[src/rtl/burst_initiator.sv]
// Burst test initiator: writes a seed+index pattern over an AXI-like channel set,
// reads it back, and counts response and data errors.
module burst_initiator #(
  parameter int DATA_W = 32,
  parameter int ADDR_W = 32
) (
  input  logic              clk,
  input  logic              rst,
  input  logic              start,
  input  logic [ADDR_W-1:0] cfg_addr,
  input  logic [7:0]        cfg_len,
  input  logic [DATA_W-1:0] cfg_seed,
  input  logic [1:0]        cfg_mode,
  output logic              busy,
  output logic              done,
  output logic [15:0]       err_cnt,
  output logic              pass,
  output logic              aw_valid,
  output logic [ADDR_W-1:0] aw_addr,
  output logic [7:0]        aw_len,
  input  logic              aw_ready,
  output logic              w_valid,
  output logic [DATA_W-1:0] w_data,
  output logic              w_last,
  input  logic              w_ready,
  input  logic              b_valid,
  input  logic [1:0]        b_resp,
  output logic              b_ready,
  output logic              ar_valid,
  output logic [ADDR_W-1:0] ar_addr,
  output logic [7:0]        ar_len,
  input  logic              ar_ready,
  input  logic              r_valid,
  input  logic [DATA_W-1:0] r_data,
  input  logic              r_last,
  input  logic [1:0]        r_resp,
  output logic              r_ready
);

  typedef enum logic [2:0] {
    IDLE,
    AW,
    W,
    B,
    AR,
    R,
    DONE
  } state_t;

  state_t state;
  state_t state_nxt;

  logic [ADDR_W-1:0] addr_q;
  logic [7:0]        len_q;
  logic [DATA_W-1:0] seed_q;
  logic [1:0]        mode_q;
  logic [7:0]        w_idx;
  logic [7:0]        r_idx;
  logic              r_over;

  logic              accept;
  logic              w_fire;
  logic              b_fire;
  logic              r_fire;
  logic              r_data_bad;
  logic              r_missing_last;
  logic              r_len_mismatch;
  logic              r_beat_err;
  logic              err_inc;
  logic [15:0]       err_nxt;

  always_ff @(posedge clk or posedge rst) begin
    if (rst) begin
      state <= IDLE;
    end else begin
      state <= state_nxt;
    end
  end

  // Moore outputs only: every handshake signal depends on state alone, so at most
  // one channel is ever active and reset clears them all at once.
  always_comb begin
    state_nxt = state;
    busy      = 1'b0;
    done      = 1'b0;
    aw_valid  = 1'b0;
    w_valid   = 1'b0;
    b_ready   = 1'b0;
    ar_valid  = 1'b0;
    r_ready   = 1'b0;
    case (state)
      IDLE: begin
        if (start) begin
          state_nxt = (cfg_mode == 2'd2) ? AR : AW;
        end
      end
      AW: begin
        busy     = 1'b1;
        aw_valid = 1'b1;
        if (aw_ready) begin
          state_nxt = W;
        end
      end
      W: begin
        busy    = 1'b1;
        w_valid = 1'b1;
        if (w_ready && (w_idx == len_q)) begin
          state_nxt = B;
        end
      end
      B: begin
        busy    = 1'b1;
        b_ready = 1'b1;
        if (b_valid) begin
          state_nxt = (mode_q == 2'd1) ? DONE : AR;
        end
      end
      AR: begin
        busy     = 1'b1;
        ar_valid = 1'b1;
        if (ar_ready) begin
          state_nxt = R;
        end
      end
      R: begin
        busy    = 1'b1;
        r_ready = 1'b1;
        if (r_valid && r_last) begin
          state_nxt = DONE;
        end
      end
      DONE: begin
        done      = 1'b1;
        state_nxt = IDLE;
      end
      default: begin
        state_nxt = IDLE;
      end
    endcase
  end

  assign accept  = (state == IDLE) && start;
  assign w_fire  = (state == W) && w_ready;
  assign b_fire  = (state == B) && b_valid;
  assign r_fire  = (state == R) && r_valid;

  assign aw_addr = addr_q;
  assign aw_len  = len_q;
  assign ar_addr = addr_q;
  assign ar_len  = len_q;
  assign w_data  = seed_q + DATA_W'(w_idx);
  assign w_last  = (state == W) && (w_idx == len_q);

  // r_over makes the missing-r_last error count once even if beats keep coming.
  assign r_data_bad     = (r_data != (seed_q + DATA_W'(r_idx)));
  assign r_missing_last = !r_last && (r_idx == len_q) && !r_over;
  assign r_len_mismatch = r_last && (r_idx != len_q);
  assign r_beat_err     = (r_resp != 2'b00) || r_data_bad || r_len_mismatch || r_missing_last;

  assign err_inc = (b_fire && (b_resp != 2'b00)) || (r_fire && r_beat_err);
  assign err_nxt = (err_inc && (err_cnt != 16'hFFFF)) ? (err_cnt + 16'd1) : err_cnt;

  always_ff @(posedge clk or posedge rst) begin
    if (rst) begin
      addr_q  <= '0;
      len_q   <= '0;
      seed_q  <= '0;
      mode_q  <= '0;
      w_idx   <= '0;
      r_idx   <= '0;
      r_over  <= 1'b0;
      err_cnt <= '0;
      pass    <= 1'b0;
    end else begin
      if (accept) begin
        addr_q  <= cfg_addr;
        len_q   <= cfg_len;
        seed_q  <= cfg_seed;
        mode_q  <= cfg_mode;
        w_idx   <= '0;
        r_idx   <= '0;
        r_over  <= 1'b0;
        err_cnt <= '0;
        pass    <= 1'b0;
      end else begin
        err_cnt <= err_nxt;
        if (w_fire) begin
          w_idx <= w_idx + 8'd1;
        end
        if (r_fire) begin
          r_idx <= r_idx + 8'd1;
          if (r_missing_last) begin
            r_over <= 1'b1;
          end
        end
        // Sampled on entry to DONE so pass is already valid alongside the done pulse.
        if ((state_nxt == DONE) && (state != DONE)) begin
          pass <= (err_nxt == 16'd0);
        end
      end
    end
  end

endmodule

[config.mk]
export PLATFORM = sky130hd
export DESIGN_NAME = burst_initiator
export DESIGN_NICKNAME = d
export VERILOG_FILES = /design/src/rtl/burst_initiator.sv
export SDC_FILE = /design/constraint.sdc
export NUM_CORES = 1
export LEC_CHECK = 0
export ABC_CLOCK_PERIOD_IN_PS = 4900
export CAP_MARGIN = 20
export CORE_ASPECT_RATIO = 1.1
export CORE_MARGIN = 2
export CORE_UTILIZATION = 39
export CTS_CLUSTER_DIAMETER = 60
export CTS_CLUSTER_SIZE = 12
export DETAILED_ROUTE_END_ITERATION = 16
export PLACE_DENSITY_LB_ADDON = 0.3
export SYNTH_ARGS = -nofsm -noshare
export SYNTH_HDL_FRONTEND = slang
export SYNTH_SLANG_ARGS = --single-unit
[constraint.sdc]
create_clock -name clk -period 4.9 [get_ports clk]
set_clock_uncertainty 0.1 [all_clocks]
set_input_delay 0.735 -clock clk [delete_from_list [all_inputs] [get_ports clk]]
set_output_delay 0.735 -clock clk [all_outputs]
set_load 0.02 [all_outputs]
==> results.md, run 1 <==
- Syn nets: around 900
- CP endpoint kind: primary output
- Non-Filler Instances: 1208
- CP Launch Type: flop
- Share of cells above drive strength 1: 0.1259
- Fin. Hold Viols: 0
- Core area: approximately 19000 um^2
- Top FF cell, synth: dfrtp_1
- Relative slew slack: 0.4720
- Area grow syn2layout: 37.05%
- Congestion Overflow GR: 0
- Maximum VDD drop: ~340 uV
- DR vias: around 6200
- GRT Resource Usage Total: 0.2066
- Initial core utilization: 0.3946
- Cts-stage hold buffer count: 0
- Postcts setup bufs: 0
- Status: completed
- Residual DRC: 0
- Die W: 135.8 um
- Warnings from Yosys: 0
- Max-Cap Viols: 0
- EDFF count, synth: 0
- Initial drt markers: ~240
- GPL Wtd Cong: approximately 0.93
- Clock buffer depth: 2
- Unrepaired setup endpoints after global routing: no
- Antenna violations before repair: 0
- Synth top area cells: dfrtp_1 37%, mux2_2 11%, xnor2_1 7.5%, xor2_1 6.3%, buf_4 4.4%
- H-tree depth: 3
- Slew at the pin with the worst max-slew slack: 0.7920 ns
- Hpwl dp: around 16000 um
- Power per cell area: ~580 nW/um^2
- Post-Syn Instances: around 760
- Internal: between 3 and 4 mW
- CP Max Fanout: 7
- Number of global-route vias before repair: slightly above 6000
- NetSw: about 2.6 mW
- Placed Cells: approximately 1200
- Die Height: around 150 um
- Drt wl/cell: about 18 um
- Req. time, crit path: 4.07 ns
- Die area: about 20000 um^2
- Setup WS pre-CTS: 0.3567 ns
- Unique cell type count in the Yosys netlist: 64
- Switching Share: 0.4361
- Count leader, synth: dfrtp_1
- Clk slew on worst S/H paths: approximately 0.08 ns
- CTS Buf Count: 9
- # clock sinks: 111
- Syn_area_per_cell: between 9 and 10 um^2
- Root Buffer: clkbuf_16
- Tcrit/Tclk final: 0.9323
- Fraction of registers with async set/reset: 1.000
- Final nets: between 1000 and 1500
- Minimum clock period: roughly 4.6 ns
- Ant. Diodes: 0
- IO Pins: between 200 and 300
- Detail Route Antenna Nets: 0
- CTS tree: built
- Clk pwr share: 0.121
- Worst endpoint data arrival time: around 3.7 ns
- Setup TNS: 0 ns
- Leakage: between 4 and 5 nW
- Pin count of the biggest net entering global routing: 63
- Worst hold slack: 0.4092 ns
- First-pass GRT wire length: ~33000 um
- Hold Crit Class: reg2reg
- Seq pwr share: 0.310
- Post-synth top area cell: dfrtp_1
- Post-synthesis sequential area ratio: 0.3725
- # setup viols final: 0
- Max Freq: 0.2189 GHz
- Vias per std cell: 5.170
- Tot Pwr: around 5.9 mW
- Buffers on Ports: ~260
- Slew Limit Fails: 0
- Synthesized flop and latch total: 111
- Final WS setup: ~0.33 ns
- Top post-synthesis cells by count: 111 x dfrtp_1, 75 x mux2_2, 69 x nor2_1
- Core Rows: 53
- Worst-skew pair later-pin latency: approximately 0.36 ns
- Crit Path Category: reg2out
- Comb power frac: 0.569
- Post-synth design cell area: approximately 7500 um^2
- Area share of the largest cell type after synthesis: 0.3725
- Final wirelength: ~21000 um
- First drt pass iteration count: 5
## layer usage
metal  GRT usage  share of wire  routed length (um)
met1      0.2669           0.42                8894
met2      0.3467           0.49               10290
met3     0.04383          0.074                1575
met4     0.06458          0.021                 451
met5           0              0                   0
## layout by cell type, fill, tap and decap left out, types with 3 or more instances in the layout
cell	n
o31ai_1	3
or3_1	6
mux2i_1	6
nor3b_1	4
and3_1	7
nand2b_1	3
nor2b_1	7
xor2_1	54
a21oi_1	20
clkbuf_16	9
a31oi_1	6
xnor2_1	64
o211ai_1	8
and4_1	5
mux2_2	75
inv_1	11
nor4_1	12
nand2_1	50
a21o_1	5
dlymetal6s2s_1	5
a211oi_1	4
nor3_1	17
and2_1	7
o21bai_1	4
nand4_1	21
buf_4	8
dfrtp_1	111
clkdlybuf4s50_1	250
ha_1	19
nor2_1	67
o21ai_0	13
nand3_1	27
## logic make-up after synthesis
logic type | synth area share
mux | 0.1228
compound gates | 0.07534
xor+xnor | 0.1430
simple gates | 0.1799
buf+inv | 0.06929
fa+ha+maj | 0.03725
flops | 0.3725
## power groups by stage
stage / Clock (mW) / Combinational, mW / Sequential [mW]
global placement: 0 / 3.36 / 1.86
finish: 0.717 / 3.38 / 1.84
global route: 0.777 / 3.61 / 1.91
CTS: 0.739 / 3.40 / 1.84
detailed placement: 0 / 3.39 / 1.86
floorplan: 0 / 2.24 / 1.74
## critical path, cell delays in order, from the launching register on
cell and delay (ns):
dfrtp_1 0.44, ha_1 0.20, inv_1 0.05, fa_1 0.40, inv_1 0.07, a21oi_1 0.06, o21bai_1 0.22, a21oi_1 0.11
o21bai_1 0.22, a21o_1 0.16, a21o_1 0.19, nand3_4 0.16, nor3_1 0.32, xor2_1 0.17, clkdlybuf4s50_1 0.61
## timing repair
action                     4_1_cts  5_1_grt
setup endpoints to repair        2        7
resized for setup                1        8
cloned                           0        0
## through the flow
stage | util | cell area [um^2]
CTS | 0.5394 | 10190
floorplan | - | 7457
global route | 0.5407 | 10220
finish | 0.5407 | 10220
global placement | 0.5247 | 9916
detailed placement | 0.5247 | 9916
## state kept, by name, indices dropped and copies added (netlist names)
register	count
ar_addr	32
ar_len	8
err_cnt	16
mode_q	2
pass	1
r_idx	8
r_over	1
seed_q	32
state	3
w_idx	8
## final timing paths
| path | start | endpoint | slack, ns | depth (start not counted) |
|---|---|---|---|---|
| setup / recovery | w_idx[0] | w_data[16] | 0.33 | 14 |
| hold / removal | mode_q[1] | mode_q[1] | 0.41 | 1 |
| max in group asynchronous | rst | seed_q[22] | 3.06 | 3 |
| hold reg to reg | mode_q[1] | mode_q[1] | 0.41 | 1 |
| setup reg to reg | r_idx[0] | pass | 0.46 | 15 |
| min in group asynchronous | rst | ar_addr[14] | 0.77 | 2 |
## layout make-up
type | instances | area [um^2]
Clock inverter | 6 | 45.04
Multi-Input combinational cell | 559 | 4187
Inverter | 12 | 47.55
Tap cell | 247 | 309.0
Sequential cell | 111 | 2778
Timing Repair Buffer | 263 | 2625
Clock buffer | 10 | 229.0
Fill cell | 1731 | 8680
(Power assumes the default switching activity.)
==> run 2, diff against run 1 <==
SLEW_MARGIN = 5   (was unset)
==> results of run 2 <==
No change in the layout: final DEF, timing and power equal those of run 1.
